--- src/rtl/matvec_stream_engine.sv ---
// matvec_stream_engine: streams y = A*x for a runtime size n (1..MAX_N).
// The vector x is pushed into an internal buffer first. Matrix rows then arrive row-major on a
// valid/ready stream, and each row's dot product leaves on a valid/ready result stream.
// Optional build macro: MATVEC_RELU_EN clamps negative results to zero as res_data is loaded.
module matvec_stream_engine #(
  parameter int unsigned DW    = 8,
  parameter int unsigned MAX_N = 8,
  localparam int unsigned NW   = $clog2(MAX_N) + 1,
  localparam int unsigned AW   = 2 * DW + $clog2(MAX_N)
) (
  input  logic          clk,
  input  logic          rst,
  input  logic [NW-1:0] n,
  input  logic          start,
  input  logic          vec_push,
  input  logic [DW-1:0] vec_data,
  input  logic          mat_valid,
  input  logic [DW-1:0] mat_data,
  output logic          mat_ready,
  output logic          res_valid,
  output logic [AW-1:0] res_data,
  input  logic          res_ready,
  output logic          vec_full,
  output logic          vec_empty,
  output logic          busy,
  output logic          done,
  output logic          err
);

  localparam int unsigned IW = $clog2(MAX_N);
  localparam int unsigned PW = 2 * DW;
  localparam logic [NW-1:0] MaxN = NW'(MAX_N);
  localparam logic [NW-1:0] One  = NW'(1);

  typedef enum logic [1:0] {StIdle, StCompute, StResult, StDone} state_e;

  state_e               state_q, state_d;
  logic [DW-1:0]        vec_q [MAX_N];
  logic [NW-1:0]        vec_count_q, vec_count_d;
  logic [NW-1:0]        n_q, n_d;
  logic [NW-1:0]        row_q, row_d;
  logic [NW-1:0]        col_q, col_d;
  logic signed [AW-1:0] acc_q, acc_d;
  logic signed [AW-1:0] res_q, res_d;
  logic                 err_q, err_d;
  logic                 push_ok;
  logic signed [PW-1:0] prod;
  logic signed [AW-1:0] sum;

  // Running dot product, including the element currently on the stream.
  always_comb begin
    prod = PW'($signed(mat_data)) * PW'($signed(vec_q[col_q[IW-1:0]]));
    sum  = acc_q + AW'(prod);
  end

  assign push_ok = vec_push && (state_q == StIdle) && !vec_full;

  // Next-state logic for the control FSM, counters, accumulator and error pulse.
  always_comb begin
    state_d     = state_q;
    vec_count_d = vec_count_q;
    n_d         = n_q;
    row_d       = row_q;
    col_d       = col_q;
    acc_d       = acc_q;
    res_d       = res_q;
    err_d       = 1'b0;

    // A push is dropped when the buffer is full or an operation is in flight.
    if (vec_push) begin
      if (push_ok) begin
        vec_count_d = vec_count_q + One;
      end else begin
        err_d = 1'b1;
      end
    end

    unique case (state_q)
      StIdle: begin
        // Start is checked against the count before any same-cycle push.
        if (start) begin
          if ((n == '0) || (n > MaxN) || (vec_count_q < n)) begin
            err_d = 1'b1;
          end else begin
            n_d     = n;
            row_d   = '0;
            col_d   = '0;
            acc_d   = '0;
            state_d = StCompute;
          end
        end
      end
      StCompute: begin
        if (mat_valid) begin
          if (col_q == n_q - One) begin
`ifdef MATVEC_RELU_EN
            res_d = sum[AW-1] ? '0 : sum;
`else
            res_d = sum;
`endif
            col_d   = '0;
            acc_d   = '0;
            state_d = StResult;
          end else begin
            acc_d = sum;
            col_d = col_q + One;
          end
        end
      end
      StResult: begin
        if (res_ready) begin
          if (row_q == n_q - One) begin
            state_d = StDone;
          end else begin
            row_d   = row_q + One;
            state_d = StCompute;
          end
        end
      end
      StDone: begin
        // The vector is consumed by the operation.
        vec_count_d = '0;
        state_d     = StIdle;
      end
      default: state_d = StIdle;
    endcase
  end

  // State registers with synchronous reset.
  always_ff @(posedge clk) begin
    if (rst) begin
      state_q     <= StIdle;
      vec_count_q <= '0;
      n_q         <= '0;
      row_q       <= '0;
      col_q       <= '0;
      acc_q       <= '0;
      res_q       <= '0;
      err_q       <= 1'b0;
    end else begin
      state_q     <= state_d;
      vec_count_q <= vec_count_d;
      n_q         <= n_d;
      row_q       <= row_d;
      col_q       <= col_d;
      acc_q       <= acc_d;
      res_q       <= res_d;
      err_q       <= err_d;
    end
  end

  // Vector buffer storage; contents need no reset since the count gates every read.
  always_ff @(posedge clk) begin
    if (!rst && push_ok) begin
      vec_q[vec_count_q[IW-1:0]] <= vec_data;
    end
  end

  assign mat_ready = (state_q == StCompute);
  assign res_valid = (state_q == StResult);
  assign res_data  = res_q;
  assign busy      = (state_q != StIdle);
  assign done      = (state_q == StDone);
  assign err       = err_q;
  assign vec_full  = (vec_count_q == MaxN);
  assign vec_empty = (vec_count_q == '0);

endmodule

--- config.mk ---
export PLATFORM = sky130hd
export DESIGN_NAME = matvec_stream_engine
export DESIGN_NICKNAME = d
export VERILOG_FILES = /design/src/rtl/matvec_stream_engine.sv
export SDC_FILE = /design/constraint.sdc
export NUM_CORES = 1
export LEC_CHECK = 0
export BUFFER_PORTS_ARGS = -buffer_cell sky130_fd_sc_hd__buf_4
export CORE_UTILIZATION = 50
export DETAILED_ROUTE_END_ITERATION = 10
export PLACE_DENSITY = 0.77
export SLEW_MARGIN = 20
export SYNTH_ARGS = -nofsm -noshare
export SYNTH_HDL_FRONTEND = slang
export SYNTH_SLANG_ARGS = --single-unit
export TNS_END_PERCENT = 10
--- constraint.sdc ---
create_clock -name clk -period 9.05 [get_ports clk]
set_clock_uncertainty 0.15 [all_clocks]
set_input_delay 1.3575 -clock clk [delete_from_list [all_inputs] [get_ports clk]]
set_output_delay 1.3575 -clock clk [all_outputs]
set_load 0.02 [all_outputs]
==> results of run 1 <==
[cell type report]
type                            count  area [µm²]
Fill cell                        1376        6869
Multi-Input combinational cell    520        4990
Sequential cell                   124        3124
Clock buffer                       19       442.9
Timing Repair Buffer               53       397.9
Inverter                          101       379.1
Tap cell                          220       275.3
Clock inverter                     13       163.9
[power by group]
group	internal (mW)	switching, mW
Sequential	0.597	0.00363
Clock	0.441	0.255
Combinational	0.439	0.599
[cells in the mapped netlist, types with 2 or more instances]
master and count:
ha_1 52, a21o_1 5, a21oi_1 39, o21a_1 7, dfxtp_1 60, inv_1 101, a22oi_1 3, or3_1 2
nand2_1 52, o21bai_1 4, clkbuf_1 18, nor3_1 10, a311oi_1 2, or2_2 5, mux2_2 2, xor2_1 8
and2_1 6, mux2i_1 17, xor3_1 2, a31oi_1 4, buf_2 3, buf_1 2, xnor2_1 22, nand2b_1 14
o211ai_1 2, nand3b_1 5, mux4_2 16, nand3_1 16, and4_1 2, or4_1 3, nand4_1 2, o21ai_0 14
a21boi_0 2, a211oi_1 4, edfxtp_1 64, o22ai_1 2, nor2_1 50, and3_1 3, nor2b_1 37, fa_1 84
nor3b_1 3
[how the worst max path moves through the flow]
stage | startpoint | to | cells past startpoint | slack [ns]
2_1_floorplan | flip-flop | res_data[17] | 19 | 2.66
3_3_place_gp | flip-flop | res_data[17] | 16 | 1.95
3_5_place_dp | flip-flop | res_data[17] | 16 | 1.83
4_1_cts | flip-flop | res_data[17] | 17 | 1.81
5_1_grt | flip-flop | res_data[17] | 17 | 1.75
6_report | flip-flop | res_data[17] | 17 | 2.16
[worst register-to-register path, cell delays in order (launching register included)]
cell and delay, ns:
dfxtp_1 0.81, mux4_2 0.35, mux2_2 0.27, and2_1 0.66, inv_1 0.15, fa_1 0.52
inv_1 0.06, fa_1 0.53, fa_1 0.44, fa_1 0.52, fa_1 0.51, ha_1 0.37
o21ai_0 0.11, o21bai_1 0.13, a211oi_1 0.40, a21oi_1 0.22, a31o_2 0.29, a311o_2 0.31
[registers in the layout (all words and copies together) (netlist names), named ones only]
signal       count
row_q            4
acc_q           19
state_q          2
col_q            4
n_q              4
vec_count_q      4
vec_q           64
err              1
res_data        19
[kinds of logic after synthesis]
group	synth area share
buf+inv	0.05467
fa+ha+maj	0.2718
simple gates	0.1322
mux	0.06444
xor+xnor	0.03878
compound gates	0.07421
flops	0.3639
[routing by layer]
| layer | track usage | up-vias |
|---|---|---|
| met5 | 0 | - |
| met4 | 0.07727 | 0 |
| met3 | 0.05364 | 24 |
| met2 | 0.3636 | 134 |
| met1 | 0.2614 | 2849 |
| li1 | - | 2691 |
[layout by cell type, fill, tap and decap left out, types with 5 or more instances in the layout]
cell / n
a21o_1: 5
a21oi_1: 39
and2_1: 6
buf_4: 53
clkbuf_16: 17
dfxtp_1: 59
edfxtp_1: 64
fa_1: 84
ha_1: 52
inv_1: 101
mux2i_1: 17
mux4_2: 16
nand2_1: 52
nand2b_1: 14
nand3_1: 16
nand3b_1: 5
nor2_1: 50
nor2b_1: 37
nor3_1: 10
o21a_1: 7
o21ai_0: 14
or2_2: 5
xnor2_1: 22
xor2_1: 8
==> flow_summary.toml, run 1 <==
[worst_setup_path]
cpMaxStageDelayCell = "dfxtp_1"
reg2reg_depth = 17
start_kind = "flip-flop"
crit_family = "adder cells"
path_max_fanout = 16
cpPeakStageDelay_ns = 0.81
crit_top_cell = "fa_1"
crit_type = "flip-flop to flip-flop"
arrival_ns = 7.06
worst-path-buf-inv = 2
crit_chain = "mux4_2, mux2_2, and2_1, inv_1, fa_1, inv_1, fa_1, fa_1, fa_1, fa_1, ha_1, o21ai_0, o21bai_1, a211oi_1, a21oi_1, a31o_2, a311o_2"
end_kind = "flip-flop"
crit_required_ns = 9.21
r2r_setup_slack_ns = 2.16
r2r-end = "res_data[17]"

[place]
dp_hpwl_mm = 12.75
place_ws_ns = 1.830
placed_area_um2 = 9165
placed_cells = 1018
portBuffers = 51
gp_congestion = 0.8235

[final_layout]
syn_to_final_growth_pct = 13.88
final_cells = 1050
layout.nets = 979
fin_area_um2 = 9773
antenna_cells = 0
drive_above_1_share = 0.1386
final_util = 0.5872

[die]
core-area_um2 = 16640
start_util = 0.5157
die_width_um = 133.0
die-area_um2 = 17690
dieHeight_um = 133.0
io_pins = 52
num_rows = 47

[power]
p_leak_nw = 4.180
total_power_mw = 2.334
powerDensity_nw_per_um2 = 238.8
irDropWorstVdd_v = 0.0001670

[global_route]
antenna_found_initial = 0
grt_pass1_vias = 5823
grt_max_degree = 60
groute.usage.overall = 0.2132
grt_remaining_overflow = 0
grt_pass1_wl_mm = 28.78

[sta]
period_share = 0.7616
rsz0062_at_grt = "no"
slew_violations = 0
hold-worst-slack_ns = 0.3040
setup_ws_ns = 2.157
max_slew_margin = 0.3115
hold_viol_final = 0
worst_slew_pin_slew_ns = 1.033
setup_viol_count_final = 0
tns_ns = 0
layout_min_cycle_time_ns = 6.893
fmax_mhz = 145.1

[drt]
route.met3.wl_um = 799
routed_wl_mm = 17.33
routed-wl-met2_mm = 8.989
met1_length_mm = 7.176
drc = 0
via_count = 5698
routed.top_layer = "met4"
wl_per_cell_um = 16.50
dr.pass1.iters = 5
ant_nets = 0
drt_iter0_drc = 256
drt-vias-per-instance = 5.427

[clock_network]
numCtsBuffers = 17
clkSinkCount = 124
cts.clk_slew.worst_paths_ns = 0.06
root_buffer = "clkbuf_16"
cts_max_path_buffers = 2
post_cts.repair.setup_buffers = 0
cts_resized = 0
clk_latency_ns = 0.43
cts-htree-levels = 4
cts_tree = "done"
hold_buffers = 0

[logic_synthesis]
synth.distinct_cells = 60
synth_edf_count = 64
ys_async_sr_fraction = 0
synth_nets = 930
synth_top_area_share = 0.2239
synth-seq-cells = 124
synth.area.top_cells = "edfxtp_1 (22%), fa_1 (20%), dfxtp_1 (14%)"
syn_avg_cell_area_um2 = 11.17
synthCells = 768
synth-main-ff-cell = "edfxtp_1"
syn-cell-area_um2 = 8582
seq_area_frac_synth = 0.3639
synth_area_leader_cell = "edfxtp_1"
synthesis.yosys.warnings = 0

[flow_run]
cap_violations = 0

[status]
outcome = "complete, no violations"

[worst_hold_path]
holdPathEnd = "res_data[14]"
min-delay-start = "res_data[14]"
hp-class = "flip-flop to flip-flop"
hold_path_depth = 2
Power figures use the tool's default switching activity.
==> run 2, diff against run 1 <==
ABC_AREA = 1   (was default)
clock period = 7.1 ns   (was 9.05 ns; I/O delays follow)
==> flow_summary.toml, run 2 <==
[drt]
route.met3.wl_mm = 1.172
wl_per_cell_um = 15.24
routed.top_layer = "met4"
dr.pass1.iters = 5
drt_iter0_drc = 591
routed-wl-met2_mm = 8.845
via_count = 6601
drc = 0
met1_length_mm = 8.826
routed_wl_mm = 19.25
ant_nets = 0
drt-vias-per-instance = 5.226

[final_layout]
regArea_um2 = 3123
layout_commonest_cell = "nand2_1"
drive_above_1_share = 0.1035
multi_input_area_um2 = 4896
fin_area_um2 = 9881
antenna_cells = 0
layout.nets = 1192
largest_reg_flops = 64
final_cell_mix = "nand2_1 (169), nor2_1 (160), inv_1 (147)"
fillCellCount = 1463
syn_to_final_growth_pct = 13.41

[power]
powerDensity_nw_per_um2 = 363.4
total_power_mw = 3.591
p_leak_nw = 4.533
irDropWorstVdd_v = 0.0002787

[place]
placed_area_um2 = 9278
dp_hpwl_mm = 14.27
gp_congestion = 0.8969
place_ws_ns = 0.8903
portBuffers = 51

[die]
die_width_um = 134
die-area_um2 = 17960
start_util = 0.5180
core-area_um2 = 16820
dieHeight_um = 134
io_pins = 52
num_rows = 47

[clock_network]
cts_tree = "done"
cts.clk_slew.worst_paths_ns = 0.06
clk_latency_ns = 0.43
cts_max_path_buffers = 2
cts_resized = 0
post_cts.repair.setup_buffers = 0
cts-htree-levels = 4
numCtsBuffers = 17
root_buffer = "clkbuf_16"
hold_buffers = 0
clkSinkCount = 124

[logic_synthesis]
syn_avg_cell_area_um2 = 8.908
synth_area_leader_cell = "edfxtp_1"
post-synth-top-count-cell = "nand2_1"
synth-main-ff-cell = "edfxtp_1"
synth_edf_count = 64
synth-seq-cells = 124
synth_top_area_share = 0.2206
ys_async_sr_fraction = 0
seq_area_frac_synth = 0.3585
synth.distinct_cells = 37
synth_nets = 1140
synth.area.top_cells = "edfxtp_1 (22%), fa_1 (19%), dfxtp_1 (14%)"
synth_commonest_cells = "nand2_1 (169), nor2_1 (160), inv_1 (147)"
syn-cell-area_um2 = 8712
synthesis.yosys.warnings = 0
synthCells = 978

[flow_run]
cap_violations = 0

[worst_setup_path]
end_kind = "flip-flop"
crit_required_ns = 7.31
path_max_fanout = 32
start_kind = "flip-flop"
cpMaxStageDelayCell = "inv_1"
crit_top_cell = "fa_1"
arrival_ns = 6.48
crit_type = "flip-flop to flip-flop"
r2r_setup_slack_ns = 0.83
cpPeakStageDelay_ns = 0.63
crit_chain = "inv_1, o21ai_0, o221ai_1, nand2_1, nor2_1, buf_4, inv_1, fa_1, inv_1, fa_1, fa_1, fa_1, fa_1, ha_1, nand2_1, o21bai_1, a21oi_1, xnor2_1, nand2_1, a21oi_1"

[sta]
setup_viol_count_final = 0
hold_viol_final = 0
tns_ns = 0
slew_violations = 0
period_share = 0.8834
setup_ws_ns = 0.8279
layout_min_cycle_time_ns = 6.272
max_slew_margin = 0.3495
worst_slew_pin_slew_ns = 0.9722
rsz0062_at_grt = "no"
fmax_mhz = 159.4

[global_route]
grt_max_degree = 33
grt_pass1_wl_mm = 32.61
groute.usage.overall = 0.2351
grt_pass1_vias = 6569
antenna_found_initial = 0
grt_remaining_overflow = 0

[status]
outcome = "complete, no violations"

[worst_hold_path]
hp-class = "flip-flop to flip-flop"
-- run 2: cell types whose count changed in the layout (fill, tap and decap cells not counted), sizes merged, moves of 18 or more --
cell	delta
nand2	+124
nand3	+18
o21ai	+49
nor2b	-37
nor2	+116
inv	+50
-- run 2: final cells by class --
class,instances,share of cell area
Multi-Input combinational cell,679,0.4955
Clock inverter,11,0.01444
Clock buffer,21,0.04660
Inverter,154,0.05850
Timing Repair Buffer,54,0.04103
Sequential cell,124,0.3161
Tap cell,220,0.02786
-- run 2: cell families (layout without fill, tap and decap cells) --
kind of cell	Yosys count	in the layout	synth area share
AOI/OAI and AO/OA	134	134	0.08646
DFF	124	124	0.3585
xor gates and xnor gates	21	21	0.02111
buffers and inverters	175	240	0.07956
and+or+nand+nor	388	388	0.1867
adders and majority gates	136	136	0.2677
-- run 2: path summary, 6_finish.rpt --
path,startpoint,end,depth (start not counted)
setup / recovery,flip-flop,acc_q[12],20
hold / removal,acc_q[1],acc_q[1],2
setup reg to reg,flip-flop,acc_q[12],20
hold reg to reg,acc_q[1],acc_q[1],2
-- run 2: critical path, delay by kind of cell (launching register included) --
kind	cells	cell delay, ns
adders and majority gates	6	2.90
buffers and inverters	4	1.03
AOI/OAI and AO/OA	5	0.99
and+or+nand+nor	4	0.51
xor gates and xnor gates	1	0.33
DFF	1	0.31
-- run 2: through the flow --
stage / std cells / util / hold slack, ns
after floorplan: 978 / - / 0.2945
after global placement: 1231 / 0.5516 / 0.3028
after detailed placement: 1231 / 0.5516 / 0.3058
after CTS: 1263 / 0.5875 / 0.3148
after global routing: 1263 / 0.5875 / 0.3346
final: 1263 / 0.5875 / 0.3171
-- run 2: power by group --
part           internal, mW  leakage [nW]  switching (mW)
clock network         0.568         0.284           0.320
registers             0.772          1.06          0.0129
logic                 0.702          3.19            1.22
total                  2.04          4.53            1.55
-- run 2: layer usage --
layer	track usage	up-vias
met2	0.3633	221
met5	0	-
met3	0.04460	31
li1	-	3222
met1	0.3300	3127
met4	0.08586	0
==> run 3, diff against run 2 <==
CELL_PAD_IN_SITES_DETAIL_PLACEMENT = 0   (was default)
CELL_PAD_IN_SITES_GLOBAL_PLACEMENT = 1   (was default)
CORE_UTILIZATION = 48   (was 50)
PLACE_DENSITY = 0.9   (was 0.77)
==> flow_summary.toml, run 3 (synthesis gave the netlist of run 2 again) <==
[sta]
rsz0062_at_grt = "no"
setup_viol_count_final = 0
worst_slew_pin_slew_ns = 0.9516
tns_ns = 0
hold_viol_final = 0
layout_min_cycle_time_ns = 6.252
hold-worst-slack_ns = 0.3138
period_share = 0.8806
max_slew_margin = 0.3633
fmax_mhz = 159.9
slew_violations = 0

[power]
switching_power_mw = 1.551
p_int_mw = 2.074
p_leak_nw = 4.555
combinationalPowerShare = 0.528
power.share.clock = 0.255
powerDensity_nw_per_um2 = 365.8
irDropWorstVdd_v = 0.0002018
swShare = 0.4279
power_frac_seq = 0.217

[final_layout]
final_cell_mix = "nand2_1 (169), nor2_1 (159), inv_1 (147)"
largest_reg_flops = 64
syn_to_final_growth_pct = 13.77
fillCellCount = 1568
final_cells = 1268
antenna_cells = 0
layout_commonest_cell = "nand2_1"
layout.nets = 1192
drive_above_1_share = 0.1064

[die]
die-area_um2 = 18690
die_width_um = 136.7
dieHeight_um = 136.7
num_rows = 48
core-area_um2 = 17540
io_pins = 52
start_util = 0.4968

[global_route]
antenna_found_initial = 0
grt_remaining_overflow = 0
grt_pass1_wl_mm = 32.45
grt_max_degree = 33
grt_pass1_vias = 6467
groute.usage.overall = 0.2282

[place]
dp_hpwl_mm = 14.49
placed_cells = 1236
gp_congestion = 0.8797
portBuffers = 51

[drt]
routed_wl_mm = 19.09
ant_nets = 0
drt_iter0_drc = 476
dr.pass1.iters = 5
drt-vias-per-instance = 5.161
drc = 0
via_count = 6544
wl_per_cell_um = 15.06

[worst_setup_path]
crit_type = "flip-flop to flip-flop"
path_max_fanout = 22
crit_required_ns = 7.28
arrival_ns = 6.43
start_kind = "flip-flop"
end_kind = "flip-flop"

[clock_network]
cts_max_path_buffers = 2
cts_resized = 0
hold_buffers = 0
clk_latency_ns = 0.42
cts_tree = "done"
post_cts.repair.setup_buffers = 0
clkSinkCount = 124
cts.clk_slew.worst_paths_ns = 0.06
numCtsBuffers = 17
cts-htree-levels = 4
root_buffer = "clkbuf_16"

[status]
outcome = "complete, no violations"

[flow_run]
cap_violations = 0

[worst_hold_path]
hp-class = "flip-flop to flip-flop"
## run 3: cell count changes in the layout (fill, tap and decap cells not counted), sizes merged
cell and delta:
clkinvlp -2, bufinv +1, inv +1
## run 3: path summary, 6_finish.rpt
check / to / cells after the start / slack [ns] / start
worst min-delay path: acc_q[2] / 2 / 0.31 / acc_q[2]
worst max register to register: res_data[18] / 26 / 0.85 / flip-flop
worst max-delay path: res_data[18] / 26 / 0.85 / flip-flop
worst min register to register: acc_q[2] / 2 / 0.31 / acc_q[2]
## run 3: worst max-delay path, stage by stage (launching register included)
cell	delay (ns)
dfxtp_1	0.30
inv_1	0.46
buf_4	0.29
o21ai_0	0.10
o221ai_1	0.18
nand2_1	0.26
nor2_1	0.33
inv_1	0.11
fa_1	0.75
fa_1	0.48
inv_1	0.08
fa_1	0.45
fa_1	0.50
ha_1	0.31
ha_1	0.37
nand2_1	0.08
nand2_1	0.07
nand2_1	0.07
nand2_1	0.08
nand2_1	0.07
nand3_1	0.09
nor2_1	0.20
nand3_1	0.12
nand2_1	0.08
nand2_1	0.04
nand2_1	0.07
inv_1	0.03
## run 3: routing by layer
metal | track usage | wire (µm) | vias up
li1 | - | - | 3226
met1 | 0.3240 | 9200 | 3108
met2 | 0.3542 | 8599 | 182
met3 | 0.04704 | 950 | 28
met4 | 0.06111 | 345 | 0
met5 | 0 | 0 | -
## run 3: stage by stage
stage / cell area [µm²] / worst slack [ns] / utilization / total power, mW
4_1_cts: 9910 / 0.7983 / 0.5651 / 3.626
3_3_place_gp: 9284 / 0.9289 / 0.5294 / 2.680
5_1_grt: 9912 / 0.3905 / 0.5652 / 3.948
6_report: 9912 / 0.8478 / 0.5652 / 3.625
3_5_place_dp: 9284 / 0.8283 / 0.5294 / 2.682
2_1_floorplan: 8712 / 1.068 / - / 2.226
## run 3: final cells by class
cell class,count,area (µm²),share of cell area
well taps,225,281.5,0.02840
clock inverters,11,165.2,0.01666
clock buffers,21,460.4,0.04645
flip-flops and latches,124,3123,0.3151
repair buffers,54,405.4,0.04090
multi-input cells,679,4898,0.4942
inverters,154,578.1,0.05832
## run 3: power by group through the flow
| stage | combinational, mW | clock [mW] | sequential [mW] |
|---|---|---|---|
| global placement | 1.88 | 0 | 0.800 |
| CTS | 1.91 | 0.929 | 0.785 |
| finish | 1.91 | 0.926 | 0.785 |
| global route | 2.20 | 0.963 | 0.787 |
| floorplan | 1.43 | 0 | 0.798 |
| detailed placement | 1.88 | 0 | 0.800 |
